[config.mk]
export PLATFORM = sky130hd
export DESIGN_NAME = lane_queue_counter_flat
export DESIGN_NICKNAME = d
export VERILOG_FILES = /design/src/rtl/lane_pkg.sv /design/src/rtl/lane_queue_counter_if.sv /design/src/rtl/lane_counter_cell.sv /design/src/rtl/lane_queue_counter.sv /design/src/flat_wrapper.sv
export SDC_FILE = /design/constraint.sdc
export NUM_CORES = 1
export LEC_CHECK = 0
export BUFFER_PORTS_ARGS = -buffer_cell sky130_fd_sc_hd__buf_2
export CORE_MARGIN = 2
export CORE_UTILIZATION = 40
export CTS_BUF_LIST = sky130_fd_sc_hd__clkbuf_8
export CTS_CLUSTER_DIAMETER = 60
export CTS_CLUSTER_SIZE = 30
export DETAILED_ROUTE_END_ITERATION = 7
export SYNTH_ARGS = -nofsm -noshare
export SYNTH_HDL_FRONTEND = slang
export SYNTH_HIERARCHICAL = 1
export SYNTH_SLANG_ARGS = --single-unit
[constraint.sdc]
create_clock -name clk -period 3.4 [get_ports clk]
set_clock_uncertainty 0.2 [all_clocks]
set_input_delay 0.51 -clock clk [delete_from_list [all_inputs] [get_ports clk]]
set_output_delay 0.51 -clock clk [all_outputs]
set_load 0.02 [all_outputs]
[src/rtl/lane_pkg.sv]
`default_nettype none
// ----------------------------------------------------------------------------
// lane_pkg : shared lane count types and lane index constants. Rev 1.0
// ----------------------------------------------------------------------------
package lane_pkg;

  localparam int NUM_LANES = 8;
  localparam int CNT_W     = 8;

  localparam int LANE_N1 = 0;
  localparam int LANE_N2 = 1;
  localparam int LANE_E1 = 2;
  localparam int LANE_E2 = 3;
  localparam int LANE_S1 = 4;
  localparam int LANE_S2 = 5;
  localparam int LANE_W1 = 6;
  localparam int LANE_W2 = 7;

  typedef logic [CNT_W-1:0]          lane_cnt_t;
  typedef lane_cnt_t [NUM_LANES-1:0] lane_bus_t;

  localparam lane_cnt_t CNT_MAX = '1;

endpackage
`default_nettype wire

[src/rtl/lane_queue_counter_if.sv]
`default_nettype none
// ----------------------------------------------------------------------------
// lane_queue_counter_if : sensor/green inputs and lane count outputs. Rev 1.0
// ----------------------------------------------------------------------------
interface lane_queue_counter_if;
  import lane_pkg::*;

  logic [NUM_LANES-1:0] sensor_in;
  logic [NUM_LANES-1:0] green;
  logic                 clr_ovf;
  lane_bus_t            lane;
  logic [NUM_LANES-1:0] ovf;

  modport master (
    output sensor_in,
    output green,
    output clr_ovf,
    input  lane,
    input  ovf
  );

  modport slave (
    input  sensor_in,
    input  green,
    input  clr_ovf,
    output lane,
    output ovf
  );

endinterface
`default_nettype wire

[src/rtl/lane_counter_cell.sv]
`default_nettype none
// ----------------------------------------------------------------------------
// lane_counter_cell : one lane's sync, optional debounce (LANE_SENSOR_DEBOUNCE_EN),
// edge detect, discharge divider, queue count and sticky overflow. Rev 1.0
// ----------------------------------------------------------------------------
module lane_counter_cell
  import lane_pkg::*;
#(
  parameter int DEPART_DIV   = 4,
  parameter int DEBOUNCE_CYC = 3
) (
  input  logic      clk,
  input  logic      rst_n,
  input  logic      sensor_in,
  input  logic      green,
  input  logic      clr_ovf,
  output lane_cnt_t cnt,
  output logic      ovf
);

  if (DEPART_DIV < 1) begin : g_bad_depart_div
    $error("lane_counter_cell: DEPART_DIV must be >= 1");
  end
  if (DEBOUNCE_CYC < 1) begin : g_bad_debounce_cyc
    $error("lane_counter_cell: DEBOUNCE_CYC must be >= 1");
  end

  localparam int               DIV_W    = (DEPART_DIV > 1) ? $clog2(DEPART_DIV) : 1;
  localparam logic [DIV_W-1:0] DIV_LAST = DIV_W'(DEPART_DIV - 1);

  logic             sync1_q, sync1_d;
  logic             sync2_q, sync2_d;
  logic             lvl;
  logic             lvl_prev_q, lvl_prev_d;
  logic             arr_q, arr_d;
  logic             dep;
  logic [DIV_W-1:0] div_q, div_d;
  lane_cnt_t        cnt_q, cnt_d;
  logic             ovf_q, ovf_d;
  logic             ovf_set;

`ifdef LANE_SENSOR_DEBOUNCE_EN
  localparam int              DB_W    = (DEBOUNCE_CYC > 1) ? $clog2(DEBOUNCE_CYC) : 1;
  localparam logic [DB_W-1:0] DB_LAST = DB_W'(DEBOUNCE_CYC - 1);

  logic [DB_W-1:0] db_cnt_q, db_cnt_d;
  logic            filt_q, filt_d;

  // Filtered level rises on the DEBOUNCE_CYC-th consecutive high sample, drops on any low.
  always_comb begin
    db_cnt_d = '0;
    filt_d   = 1'b0;
    if (sync2_q) begin
      db_cnt_d = (db_cnt_q == DB_LAST) ? DB_LAST : db_cnt_q + 1'b1;
      filt_d   = (db_cnt_q == DB_LAST);
    end
  end

  always_ff @(posedge clk) begin
    if (!rst_n) begin
      db_cnt_q <= '0;
      filt_q   <= 1'b0;
    end else begin
      db_cnt_q <= db_cnt_d;
      filt_q   <= filt_d;
    end
  end

  assign lvl = filt_q;
`else
  assign lvl = sync2_q;
`endif

  always_comb begin
    sync1_d    = sensor_in;
    sync2_d    = sync1_q;
    lvl_prev_d = lvl;
    arr_d      = lvl & ~lvl_prev_q;

    // Divider progress only survives uninterrupted green.
    if (!green || (div_q == DIV_LAST)) begin
      div_d = '0;
    end else begin
      div_d = div_q + 1'b1;
    end
    dep = green && (div_q == DIV_LAST) && (cnt_q != '0);

    cnt_d   = cnt_q;
    ovf_set = 1'b0;
    if (arr_q && !dep) begin
      if (cnt_q == CNT_MAX) begin
        ovf_set = 1'b1;
      end else begin
        cnt_d = cnt_q + 1'b1;
      end
    end else if (dep && !arr_q) begin
      cnt_d = cnt_q - 1'b1;
    end

    if (ovf_set) begin
      ovf_d = 1'b1;
    end else if (clr_ovf) begin
      ovf_d = 1'b0;
    end else begin
      ovf_d = ovf_q;
    end
  end

  always_ff @(posedge clk) begin
    if (!rst_n) begin
      sync1_q    <= 1'b0;
      sync2_q    <= 1'b0;
      lvl_prev_q <= 1'b0;
      arr_q      <= 1'b0;
      div_q      <= '0;
      cnt_q      <= '0;
      ovf_q      <= 1'b0;
    end else begin
      sync1_q    <= sync1_d;
      sync2_q    <= sync2_d;
      lvl_prev_q <= lvl_prev_d;
      arr_q      <= arr_d;
      div_q      <= div_d;
      cnt_q      <= cnt_d;
      ovf_q      <= ovf_d;
    end
  end

  assign cnt = cnt_q;
  assign ovf = ovf_q;

endmodule
`default_nettype wire

[src/rtl/lane_queue_counter.sv]
`default_nettype none
// ----------------------------------------------------------------------------
// lane_queue_counter : eight independent lane queue counters for the arbiter;
// optional sensor debounce via LANE_SENSOR_DEBOUNCE_EN. Rev 1.0
// ----------------------------------------------------------------------------
module lane_queue_counter
  import lane_pkg::*;
#(
  parameter int DEPART_DIV   = 4,
  parameter int DEBOUNCE_CYC = 3
) (
  input  logic                 clk,
  input  logic                 rst_n,
  lane_queue_counter_if.slave  lq
);

  lane_bus_t            lane_w;
  logic [NUM_LANES-1:0] ovf_w;

  for (genvar i = 0; i < NUM_LANES; i++) begin : g_lane
    lane_counter_cell #(
      .DEPART_DIV   (DEPART_DIV),
      .DEBOUNCE_CYC (DEBOUNCE_CYC)
    ) u_cell (
      .clk       (clk),
      .rst_n     (rst_n),
      .sensor_in (lq.sensor_in[i]),
      .green     (lq.green[i]),
      .clr_ovf   (lq.clr_ovf),
      .cnt       (lane_w[i]),
      .ovf       (ovf_w[i])
    );
  end

  assign lq.lane = lane_w;
  assign lq.ovf  = ovf_w;

endmodule
`default_nettype wire

[src/flat_wrapper.sv]
// flat-port wrapper written by rule: the top's interface ports become plain ports
module lane_queue_counter_flat import lane_pkg::*;
#(
  parameter int DEPART_DIV   = 4,
  parameter int DEBOUNCE_CYC = 3
)
  (clk, rst_n, lq_sensor_in, lq_green, lq_clr_ovf, lq_lane, lq_ovf);
  lane_queue_counter_if lq_i ();
  input  logic clk;
  input  logic rst_n;
  input wire logic [$bits(lq_i.sensor_in)-1:0] lq_sensor_in;
  input wire logic [$bits(lq_i.green)-1:0] lq_green;
  input wire logic [$bits(lq_i.clr_ovf)-1:0] lq_clr_ovf;
  output wire logic [$bits(lq_i.lane)-1:0] lq_lane;
  output wire logic [$bits(lq_i.ovf)-1:0] lq_ovf;
  assign lq_i.sensor_in = lq_sensor_in;
  assign lq_i.green = lq_green;
  assign lq_i.clr_ovf = lq_clr_ovf;
  assign lq_lane = lq_i.lane;
  assign lq_ovf = lq_i.ovf;
  lane_queue_counter #(.DEPART_DIV(DEPART_DIV), .DEBOUNCE_CYC(DEBOUNCE_CYC)) u_core (.clk(clk), .rst_n(rst_n), .lq(lq_i));
endmodule
### Word-level counts from Yosys, hierarchy flattened

Cells that the tools add are included.

| word-level totals | value |
|---|---|
| output and inout port bits | 72 |
| logic and storage cells | 274 |
| bits in registers | 120 |
| bits of input ports | 19 |

| cells by class | value |
|---|---|
| reductions and logical operators | 104 |
| equality and inequality tests | 24 |
| $add $sub $neg | 24 |
| bitwise gates (word level) | 17 |
| muxes and demuxes | 49 |

Operators with widths:

| cell | count |
|---|---|
| two-way mux 8 bit | 24 |
| adder 8 x 1 -> 8 bit (second input constant) | 8 |
| equality test 8 bit (second input constant) | 8 |
| nonzero test 8 bit | 8 |
| subtractor 8 x 1 -> 8 bit (second input constant) | 8 |
| logical AND 1 bit | 32 |
| nonzero test 2 bit | 16 |
| two-way mux 1 bit | 25 |
| zero test 1 bit | 24 |
| adder 2 x 1 -> 2 bit (second input constant) | 8 |
| equality test 2 bit (second input constant) | 8 |
| inequality test 2 bit (second input constant) | 8 |
| AND reduction 2 bit | 8 |
| OR reduction 2 bit | 8 |
| NOT 1 bit | 9 |
| AND 1 bit | 8 |
| logical OR 1 bit | 8 |

### Logic depth before layout (Yosys ltp)

| logic depth | value |
|---|---|
| depth in word-level cells | 7 |
| depth in mapped cells | 9 |
| gate-level depth less buffers | 9 |

### Cells and area by module

Netlist, hierarchy kept.

Modules (own cells, without submodules):

| module | seq. area each (um^2) | instances | cells each | area an instance (um^2) |
|---|---|---|---|---|
| lane_counter_cell at u_core.g_lane[0].u_cell ... | 300.3 | 4 | 92 | 863.3 |
| lane_counter_cell at u_core.g_lane[4].u_cell ... | 300.3 | 4 | 90 | 862.1 |

### Worst setup path after synthesis

Ideal clock, no wire load.

| timing | value |
|---|---|
| kind | reg-to-reg |
| start point | register u_core.g_lane[0].u_cell.cnt_q[0] |
| end point | register u_core.g_lane[0].u_cell.cnt_q[7] |
| buffers on the path | 0 |
| setup time | 0.072 ns |
| cell stages (with the launch flop) | 10 |
| setup slack | 0.379 ns |
| arrival time | 2.750 ns |
| period minus slack after synthesis | 3.021 ns |
| data required time | 3.128 ns |
| path through | dfxtp_1 or4_4 o211ai_4 nand2_1 ha_1 a21o_1 a31o_2 a21oi_1 mux2i_1 mux2i_1 |

| between the ends | value |
|---|---|
| longest elaborated chain between the ends | 6 |
| elaborated cells on any way between the ends | 14 |
| classes of those cells | add/sub: 2; eq/ne: 2; mux: 3; reduce/logical: 7 |

Ends and longest elaborated chain:

| what | line | RTL |
|---|---|---|
| from (decl) | lane_counter_cell.sv:38 | `lane_cnt_t cnt_q, cnt_d;` |
| from (signal assigned) | lane_counter_cell.sv:124 | `cnt_q <= cnt_d;` |
| branches (longest 6 deep; another with subtractor 8 x 1 -> 8 bit) | n/a |  |

Parallel ways; which one is timed is not known. The select of a mux whose other input is x is not followed.
A chain may end at the register's enable or synchronous reset.

### Worst setup path after layout

Ends and elaborated chain as after synthesis.

==> impl_metrics.env <==
export IMPL_area_growth_pct=17.7
export IMPL_critical_path_top_delay_family="simple AND/OR/NAND/NOR gates"
export IMPL_cts_hold_buf=0
export IMPL_slew_headroom_pct=52.4
export IMPL_pre_cts_slack_ps=264
export IMPL_cts_setup_buffers=0
export IMPL_start_util_pct=40.5
export IMPL_synthAdderAreaFrac_pct=12.5
export IMPL_slowest_stage="or4_4"
export IMPL_via_count=5472
export IMPL_final_util_pct=47.6
export IMPL_worstHoldStart="lq_sensor_in[4]"
export IMPL_antenna_found_initial=0
export IMPL_ys_warn_count=6
export IMPL_synth_simple_area_share_pct=21.8
export IMPL_pin_count=91
export IMPL_hold_viol_final=0
export IMPL_reg2reg_depth=9
export IMPL_layout_nets=917
export IMPL_cp_arrival_ps=3320
export IMPL_pwr_density_cell_mw_per_mm2=449
export IMPL_postRouteAntennaNets=0
export IMPL_drc=0
export IMPL_ctsResizeCount=0
export IMPL_antenna_cells=0
export IMPL_worstPathMaxFanout=8
export IMPL_cts_tree="built"
export IMPL_synth_xor_area_share_pct=4.57
export IMPL_dr_first_iter_drc_count=186
export IMPL_hold_path_class="in -> reg"
export IMPL_reg2reg_slack_ps=260
export IMPL_setup_tns_ps=0
export IMPL_grt_usage_pct=16.6
export IMPL_rows=48
export IMPL_clock_path_buffers=2
export IMPL_post_dp_hpwl_um=10500
export IMPL_die_area_mm2=0.0183
export IMPL_synth_seq_area_share_pct=34.8
export IMPL_final_cells=1072
export IMPL_die_y_um=135
export IMPL_reg2reg_from="u_core/g_lane[0].u_cell/cnt[0]"
export IMPL_clock_sinks=120
export IMPL_max_stage_delay_ps=570
export IMPL_final_setup_viol_count=0
export IMPL_setup_ws_ps=256
export IMPL_worstPathRequired_ps=3580
export IMPL_cts_made_buffers=17
export IMPL_grt_pass1_vias=5098
export IMPL_grt_max_degree=38
export IMPL_worstSetupEndpointType="flop"
export IMPL_post_route_period_util_pct=92.5
export IMPL_routed_wl_um=14600
export IMPL_synth_top_cell_area_share_pct=34.8
export IMPL_grt_pass1_wl_um=24400
export IMPL_max_cap_violations=0
export IMPL_io_buffers=90
export IMPL_grt_ovfl_total=0
export IMPL_synth_compound_area_share_pct=16.2
export IMPL_hold_path_depth=2
export IMPL_syn_avg_cell_area_um2=9.48
export IMPL_n_fill_cell=1684
export IMPL_synth_edf_count=0
export IMPL_worstPathBufferInverterCount=0
export IMPL_cts_htree_levels=4
export IMPL_dr_pass1_iters=5
export IMPL_dp_cells=1040
export IMPL_wl_per_cell_um=13.6
export IMPL_gp_congestion=0.826
export IMPL_synth_commonest_cells="120 x dfxtp_1, 56 x ha_1, 56 x nand2_1"
export IMPL_p_leak_nw=3.70
export IMPL_critPathMostFrequentCell="mux2i_1"
export IMPL_vias_per_cell=5.10
export IMPL_ys_ff_latch=120
export IMPL_tightest_slew_ps=701
export IMPL_cp_cell_sequence="or4_4, o211ai_4, nand2_1, ha_1, a21o_1, a31o_2, a21oi_1, mux2i_1, mux2i_1"
export IMPL_synth_area_mm2=0.00690
export IMPL_syn_instance_count=728
export IMPL_clk_pin_slew_ps=80
export IMPL_yosys_top_cells_area="dfxtp_1 35%, ha_1 10%, mux2i_1 6.4%"
export IMPL_drive_above_1_share_pct=19.6
export IMPL_yosysMostFrequentCell="dfxtp_1"
export IMPL_die_x_um=135
export IMPL_p_total_mw=3.65
export IMPL_ir_worst_vdd_v=0.000261
export IMPL_synth_area_mux_share_pct=7.98
export IMPL_status="finished, final reports clean"
export IMPL_setup_worst_path_class="reg -> reg"
export IMPL_regArea_mm2=0.00240
export IMPL_synth_top_family_by_area="simple AND/OR/NAND/NOR gates"
export IMPL_finalCriticalPeriod_ps=3140
export IMPL_yosysUniqueCellTypes=37
export IMPL_multi_input_area_mm2=0.00435
export IMPL_cts_root_buffer="clkbuf_8"
export IMPL_holdPathEnd="u_core/g_lane[4].u_cell/sync1_q"
export IMPL_grt_setup_unrepaired="no"
export IMPL_startpoint_type="flop"
export IMPL_r2r_end="u_core/g_lane[0].u_cell/cnt[7]"
export IMPL_syn_nets=811
export IMPL_async_reset_ff_share_pct=0
export IMPL_drv_slew=0
export IMPL_core_area_mm2=0.0171
export IMPL_clkLatencyLatePin_ps=450
export IMPL_synthFlopType="dfxtp_1"
export IMPL_max_freq_ghz=0.318
export IMPL_yosys_area_top_type="dfxtp_1"
## cells in the final DEF (no fill, tap or decap), types with 5 or more instances in the layout
cell	netlist	final
a211oi_1	16	16
a21o_1	20	20
a21oi_1	28	28
a31oi_1	12	12
and2_1	36	36
buf_2	0	90
bufinv_16	0	5
clkbuf_8	0	18
dfxtp_1	120	120
fa_1	8	8
ha_1	56	56
inv_1	32	33
mux2i_1	44	44
mux2i_2	8	8
nand2_1	56	56
nand2b_1	8	8
nand3_1	12	12
nand4_1	20	20
nor2_1	36	36
nor2b_1	32	32
nor3_1	20	20
nor3b_1	16	16
o211ai_4	8	8
o21ai_0	20	20
o21ai_1	8	8
o22ai_1	8	8
o32ai_1	8	8
or4_4	16	16
xnor2_1	20	20
xor2_1	16	16
## report_power, final
| group | internal [mW] | total (mW) | switching (mW) |
|---|---|---|---|
| sequential | 1.46 | 1.51 | 0.0533 |
| combinational | 0.284 | 0.615 | 0.331 |
| clock | 0.900 | 1.52 | 0.621 |
## state kept, by name, indices dropped and copies added, names as in the netlist
name                             flops
u_core/g_lane.u_cell/cnt            64
u_core/g_lane.u_cell/ovf             8
u_core/g_lane.u_cell/lvl             8
u_core/g_lane.u_cell/div_q          16
u_core/g_lane.u_cell/sync1_q         8
u_core/g_lane.u_cell/arr_q           8
u_core/g_lane.u_cell/lvl_prev_q      8
## worst reg2reg max path: cells and delay by family, from the launching register on
kind	cells	cell delay, ps
compound gates	4	820
fa+ha+maj	1	420
flops	1	380
mux	2	420
simple gates	2	830
## metal layers
| metal | up-vias | track usage, % | share of wire [%] |
|---|---|---|---|
| li1 | 2878 | - | - |
| met1 | 2493 | 22.4 | 52 |
| met2 | 86 | 25.6 | 44 |
| met3 | 15 | 4.56 | 3.7 |
| met4 | 0 | 5.56 | 1.2 |
| met5 | - | 0 | 0 |
## worst max path at each step
stage	start	end	slack, ps	cells after the start
final	u_core/g_lane[0].u_cell/cnt[0]	u_core/g_lane[0].u_cell/cnt[7]	260	9
after global routing	u_core/g_lane[1].u_cell/cnt[0]	u_core/g_lane[1].u_cell/cnt[7]	80	9
after CTS	u_core/g_lane[1].u_cell/cnt[0]	u_core/g_lane[1].u_cell/cnt[7]	250	9
after detailed placement	u_core/g_lane[1].u_cell/cnt[0]	u_core/g_lane[1].u_cell/cnt[7]	260	9
after global placement	u_core/g_lane[7].u_cell/cnt[0]	u_core/g_lane[7].u_cell/cnt[7]	330	9
after floorplan	u_core/g_lane[0].u_cell/cnt[0]	u_core/g_lane[0].u_cell/cnt[7]	380	9
## cells by family (layout without fill, tap and decap cells)
group | after synthesis | count (layout)
and+or+nand+nor | 264 | 264
buffers and inverters | 40 | 159
xor gates and xnor gates | 36 | 36
DFF | 120 | 120
adders and majority gates | 64 | 64
AOI/OAI and AO/OA | 152 | 152
muxes | 52 | 52
## cell type report
| type | count | area share [%] |
|---|---|---|
| Timing Repair Buffer | 95 | 6.16 |
| Sequential cell | 120 | 29.6 |
| Multi-Input combinational cell | 568 | 53.6 |
| Clock buffer | 18 | 3.05 |
| Clock inverter | 14 | 2.71 |
| Inverter | 32 | 1.48 |
| Tap cell | 225 | 3.47 |
## metrics by stage
| stage | hold WS, ps | area (um2) |
|---|---|---|
| 2_1_floorplan | 167 | 6900 |
| 3_3_place_gp | 170 | 7650 |
| 3_5_place_dp | 172 | 7650 |
| 4_1_cts | 17.9 | 8120 |
| 5_1_grt | 31.6 | 8120 |
| 6_report | 61.2 | 8120 |
Note: power is estimated with default switching activity, not from simulation.
